--- config.mk ---
export PLATFORM = sky130hd
export DESIGN_NAME = grf_writeback
export DESIGN_NICKNAME = d
export VERILOG_FILES = /design/src/rtl/grf_writeback.sv
export SDC_FILE = /design/constraint.sdc
export NUM_CORES = 1
export LEC_CHECK = 0
export CAP_MARGIN = 20
export CORE_UTILIZATION = 51
export CTS_BUF_LIST = sky130_fd_sc_hd__clkbuf_8
export DETAILED_ROUTE_END_ITERATION = 8
export HOLD_SLACK_MARGIN = 0.06
export MAX_ROUTING_LAYER = met4
export PLACE_DENSITY_LB_ADDON = 0.15
export RECOVER_POWER = 25
export SLEW_MARGIN = 5
export SYNTH_ARGS = -nofsm -noshare
export SYNTH_HDL_FRONTEND = slang
export SYNTH_SLANG_ARGS = --single-unit
--- constraint.sdc ---
create_clock -name Clk -period 3 [get_ports Clk]
set_input_delay 0.9 -clock Clk [delete_from_list [all_inputs] [get_ports Clk]]
set_output_delay 0.9 -clock Clk [all_outputs]
set_load 0.005 [all_outputs]
--- src/rtl/grf_writeback.sv ---
// grf_writeback: GRF write-port arbiter (ALU first, then buffered MDU results) with a
// scoreboard of long-latency destinations. Define GRF_WB_TRACE_EN for a per-write trace.
module grf_writeback #(
    parameter int DEPTH = 4
) (
    input  logic        Clk,
    input  logic        Rst_n,
    input  logic        alu_valid,
    input  logic [4:0]  alu_rd,
    input  logic [31:0] alu_data,
    input  logic [31:0] alu_pc,
    input  logic        mdu_valid,
    output logic        mdu_ready,
    input  logic [4:0]  mdu_rd,
    input  logic [31:0] mdu_data,
    input  logic [31:0] mdu_pc,
    input  logic        issue_valid,
    input  logic [4:0]  issue_rd,
    input  logic [4:0]  rs,
    input  logic [4:0]  rt,
    input  logic [4:0]  rd_q,
    output logic        stall,
    output logic        RegWrite,
    output logic [4:0]  rd,
    output logic [31:0] WriteData,
    output logic [31:0] PC
);
    localparam int AW = $clog2(DEPTH);

    typedef struct packed {
        logic [4:0]  rd;
        logic [31:0] data;
        logic [31:0] pc;
    } wb_entry_t;

    wb_entry_t   fifo_mem_q [DEPTH];
    logic [AW:0] wr_ptr_q, wr_ptr_d;
    logic [AW:0] rd_ptr_q, rd_ptr_d;
    logic        fifo_empty, fifo_full;
    logic        push, pop;
    wb_entry_t   head;

    wb_entry_t   out_q, out_d;
    logic        reg_write_q, reg_write_d;
    logic        from_fifo_q, from_fifo_d;
    logic [31:0] pending_q, pending_d;

    // Extra pointer MSB distinguishes full from empty when the low bits match.
    assign fifo_empty = (wr_ptr_q == rd_ptr_q);
    assign fifo_full  = (wr_ptr_q[AW] != rd_ptr_q[AW]) &&
                        (wr_ptr_q[AW-1:0] == rd_ptr_q[AW-1:0]);
    assign head       = fifo_mem_q[rd_ptr_q[AW-1:0]];

    assign pop        = !alu_valid && !fifo_empty;
    assign mdu_ready  = !fifo_full || pop;
    assign push       = mdu_valid && mdu_ready;

    always_comb begin
        // NOTE: every always_comb output gets a default first so no path can infer a latch.
        wr_ptr_d = wr_ptr_q;
        rd_ptr_d = rd_ptr_q;
        if (push) wr_ptr_d = wr_ptr_q + 1'b1;
        if (pop)  rd_ptr_d = rd_ptr_q + 1'b1;
    end

    // Fixed priority: ALU, then FIFO head, else idle with the address/data held.
    always_comb begin
        out_d       = out_q;
        reg_write_d = 1'b0;
        from_fifo_d = 1'b0;
        if (alu_valid) begin
            out_d       = '{rd: alu_rd, data: alu_data, pc: alu_pc};
            reg_write_d = (alu_rd != 5'd0);
        end else if (pop) begin
            out_d       = head;
            reg_write_d = (head.rd != 5'd0);
            from_fifo_d = 1'b1;
        end
    end

    // Clear lands on the same edge the GRF commits the FIFO write; a same-edge set wins.
    always_comb begin
        pending_d = pending_q;
        if (from_fifo_q) pending_d[out_q.rd] = 1'b0;
        if (issue_valid && (issue_rd != 5'd0)) pending_d[issue_rd] = 1'b1;
        pending_d[0] = 1'b0;
    end

    always_ff @(posedge Clk or negedge Rst_n) begin
        // NOTE: state uses non-blocking assignments so every register samples pre-edge values.
        if (!Rst_n) begin
            wr_ptr_q    <= '0;
            rd_ptr_q    <= '0;
            out_q       <= '0;
            reg_write_q <= 1'b0;
            from_fifo_q <= 1'b0;
            pending_q   <= '0;
        end else begin
            wr_ptr_q    <= wr_ptr_d;
            rd_ptr_q    <= rd_ptr_d;
            out_q       <= out_d;
            reg_write_q <= reg_write_d;
            from_fifo_q <= from_fifo_d;
            pending_q   <= pending_d;
        end
    end

    // NOTE: FIFO storage has no reset; the pointers alone define which slots are valid.
    always_ff @(posedge Clk) begin
        if (push) fifo_mem_q[wr_ptr_q[AW-1:0]] <= '{rd: mdu_rd, data: mdu_data, pc: mdu_pc};
    end

    assign stall     = pending_q[rs] | pending_q[rt] | pending_q[rd_q];
    assign RegWrite  = reg_write_q;
    assign rd        = out_q.rd;
    assign WriteData = out_q.data;
    assign PC        = out_q.pc;

`ifdef GRF_WB_TRACE_EN
    always @(posedge Clk) begin
        if (Rst_n && reg_write_q) $display("@%h: $%d <= %h", out_q.pc, out_q.rd, out_q.data);
    end
`else
    // Trace disabled: the design produces no simulation output.
`endif

endmodule
==> flow_summary.yaml, run 1 <==
run_status:
  status: "finished with violations"
  violations: "capacitance limit, slew limit, setup timing"
setup_path:
  crit_chain: "buf_2, mux4_2, nand3_1, nand2_1, nor4_2, nand4_1, buf_2"
  slowest_stage: "mux4_2"
  cp_common_cell: "buf_2"
  cp-end-kind: "output pin"
  cpLargestDelayFamily: "simple AND/OR/NAND/NOR gates"
  worstPathMaxFanout: 4
  path_class: "primary input to output pin"
  critical_path.max_stage_delay_ns: 0.51
  arrival_ns: 2.32
  critPathBufInv: 2
  worst_ep_required_time_ns: 2.10
  start_kind: "primary input"
global_routing:
  grt_pass1_wl_um: 54790
  grtUsageTotal_pct: 24.00
  grt_max_degree: 142
  gr-total-overflow: 0
  antenna_found_initial: 3
  grt_pass1_vias: 9710
detailed_routing:
  wl_per_cell_um: 21.14
  drt_drc_violations_left: 0
  postRouteAntennaNets: 0
  via_per_inst: 5.587
  wl_um: 35010
  drt_iter0_markers: 614
  vias: 9252
  firstDrtPassIters: 5
floorplan:
  coreArea_mm2: 0.02987
  io_pins: 235
  die-area_mm2: 0.03132
  die_h_um: 177.0
  initial_core_util_pct: 52.27
  die_w_um: 177.0
  num_rows: 63
sta:
  finalClockSkew_ns: 0.03152
  setup_viol: 1
  post-route-worst-setup-slack_ns: -0.2157
  hold_viol: 0
  slew_viol_final: 34
  setup_tns_ns: -0.2157
  period_minus_slack_ns: 3.216
  slew_headroom_pct: -39.22
  worst_hold_slack_ns: 0.4868
  rsz0062_at_grt: "true"
  fin_crit_sh_pct: 107.2
  worstMarginPinSlew_ns: 2.088
  max_freq_ghz: 0.3110
synthesis:
  synth.avg_cell_area_um2: 17.18
  synth.lib_cells_used.distinct: 46
  postSynthCellCount: 909
  synth_edf_count: 276
  synthArstFlopShare_pct: 28.13
  synth-warning-count: 0
  ys_seq_area_share_pct: 70.38
  synth_ff_type: "edfxtp_1"
  ys_seq_elements: 384
  syn_area_mm2: 0.01562
  synthesis.nets: 1077
placed_design:
  hpwlAfterDp_um: 21960
  gp_congestion: 0.9580
  place_ws_ns: -1.175
  portBuffers: 234
clock_network:
  cts.path.max_buffers: 3
  insertion_delay_ns: 0.60
  cts_made_buffers: 60
  cts_tree: "yes"
  clk_pin_slew_ns: 0.06
  cts_root_buf: "clkbuf_8"
  clock_sinks: 384
  cts.htree.levels: 2
layout:
  final_common_cell: "edfxtp_1"
  layout.nets: 1379
  most-common-layout-cells: "edfxtp_1, clkdlybuf4s50_1, dfrtp_1"
  fin_util_pct: 67.06
  syn_to_final_growth_pct: 28.29
  drive_above_1_share_pct: 21.24
run:
  maxCapViolCount: 1
power:
  irDropWorstVdd_mv: 0.9057
  power_uw: 18630
  p_leak_uw: 0.007504
  power.density_mw_per_mm2: 929.9
min_path:
  hp-class: "flop to flop"
[synth_stat cells, types with 2 or more instances]
cell type,instances,area [um2]
dfrtp_1,108,2703
ha_1,5,62.56
xnor2_1,4,35.03
edfxtp_1,276,8288
o22ai_1,2,12.51
or3b_1,2,17.52
buf_2,16,80.08
o21ai_1,41,205.2
inv_1,3,11.26
nor2_1,8,30.03
nand2b_1,4,25.02
mux4_2,83,1869
mux2_2,9,101.4
nand4_1,2,12.51
and3_1,4,25.02
nand3b_1,14,105.1
xor2_1,3,26.28
or3_1,2,12.51
a21oi_1,3,15.01
or3b_2,3,26.28
clkbuf_1,26,97.59
nand2_1,79,296.5
mux2i_1,81,810.8
nand3_1,10,50.05
buf_4,6,45.04
nor4b_1,2,17.52
o21ai_0,92,460.4
nor2b_1,3,18.77
[flip-flops by register name, summed over array words and instances (netlist names)]
name and count:
fifo_mem_q 276, PC 32, WriteData 32, pending_q 31, rd 5, rd_ptr_q 3, wr_ptr_q 3, RegWrite 1
from_fifo_q 1
[report_power, final]
part | switching (uW) | total (uW) | internal (uW)
clock | 1960 | 4280 | 2320
sequential | 748 | 7980 | 7230
combinational | 3000 | 6380 | 3370
total | 5700 | 18600 | 12900
[logic make-up (layout without fill, tap and decap cells)]
family	Yosys count	in the layout	share of synthesized area (%)
compound gates	148	148	5.008
xor+xnor	7	7	0.3926
fa+ha+maj	5	5	0.4006
buf+inv	52	405	1.570
flops	384	384	70.38
mux	174	174	17.88
other cells	0	4	0
simple gates	139	139	4.367
[timing repair]
action                                 in CTS  in global routing
endpoints found under the hold margin       0                  0
cloned                                      0                  0
pin swaps                                   6                  5
setup endpoints to repair                   1                  1
gates resized for setup                    43                 16
hold buffers                                0                  0
setup buffers                               5                  4
[cell type report]
cell class | count | area (um2)
flip-flops and latches | 384 | 11000
fillers | 2114 | 9841
multi-input cells | 473 | 4471
repair buffers | 289 | 2835
clock buffers | 74 | 1018
well taps | 390 | 488.0
clock inverters | 39 | 202.7
inverters | 3 | 11.26
diodes | 4 | 10.01
[worst reg2reg max path, stage by stage (launching register included)]
cell	delay [ns]
dfrtp_4	0.43
buf_12	0.48
mux4_2	0.63
or4_1	0.52
nand2_1	0.08
nand3_1	0.09
[through the flow]
stage          cells  cell area (um2)
2_1_floorplan    909            15620
3_3_place_gp    1532            18730
3_5_place_dp    1532            18730
4_1_cts         1649            20000
5_1_grt         1654            20030
6_report        1656            20030
[routing by layer]
layer	up-vias	GRT usage (%)	wire length (um)	part of all wire, %
met2	322	38.04	17450	50
li1	4204	-	-	-
met3	42	5.756	2578	7.4
met4	0	6.142	443	1.3
met1	4684	31.32	14540	42
met5	-	-	0	0
[path summary, 6_finish.rpt]
kind	from	endpoint	slack [ns]	cells past startpoint
max	rs[2]	stall	-0.22	7
min	wr_ptr_q[2]	wr_ptr_q[2]	0.49	1
max reg2reg	rd_ptr_q[0]	RegWrite	0.65	5
min reg2reg	wr_ptr_q[2]	wr_ptr_q[2]	0.49	1
max in group asynchronous	Rst_n	rd_ptr_q[1]	0.35	2
min in group asynchronous	Rst_n	WriteData[30]	0.90	1
Power figures use the tool's default switching activity.
==> inputs of run 2 (changes only) <==
- HOLD_SLACK_MARGIN: 0.06 -> 0.12
==> results of run 2 <==
Same layout as run 1: the final DEF is identical, and so are final timing and power.
==> inputs of run 3 (changes only) <==
- GPL_TIMING_DRIVEN: not set -> 1
==> results of run 3 <==
Same layout as run 1: the final DEF is identical, and so are final timing and power.
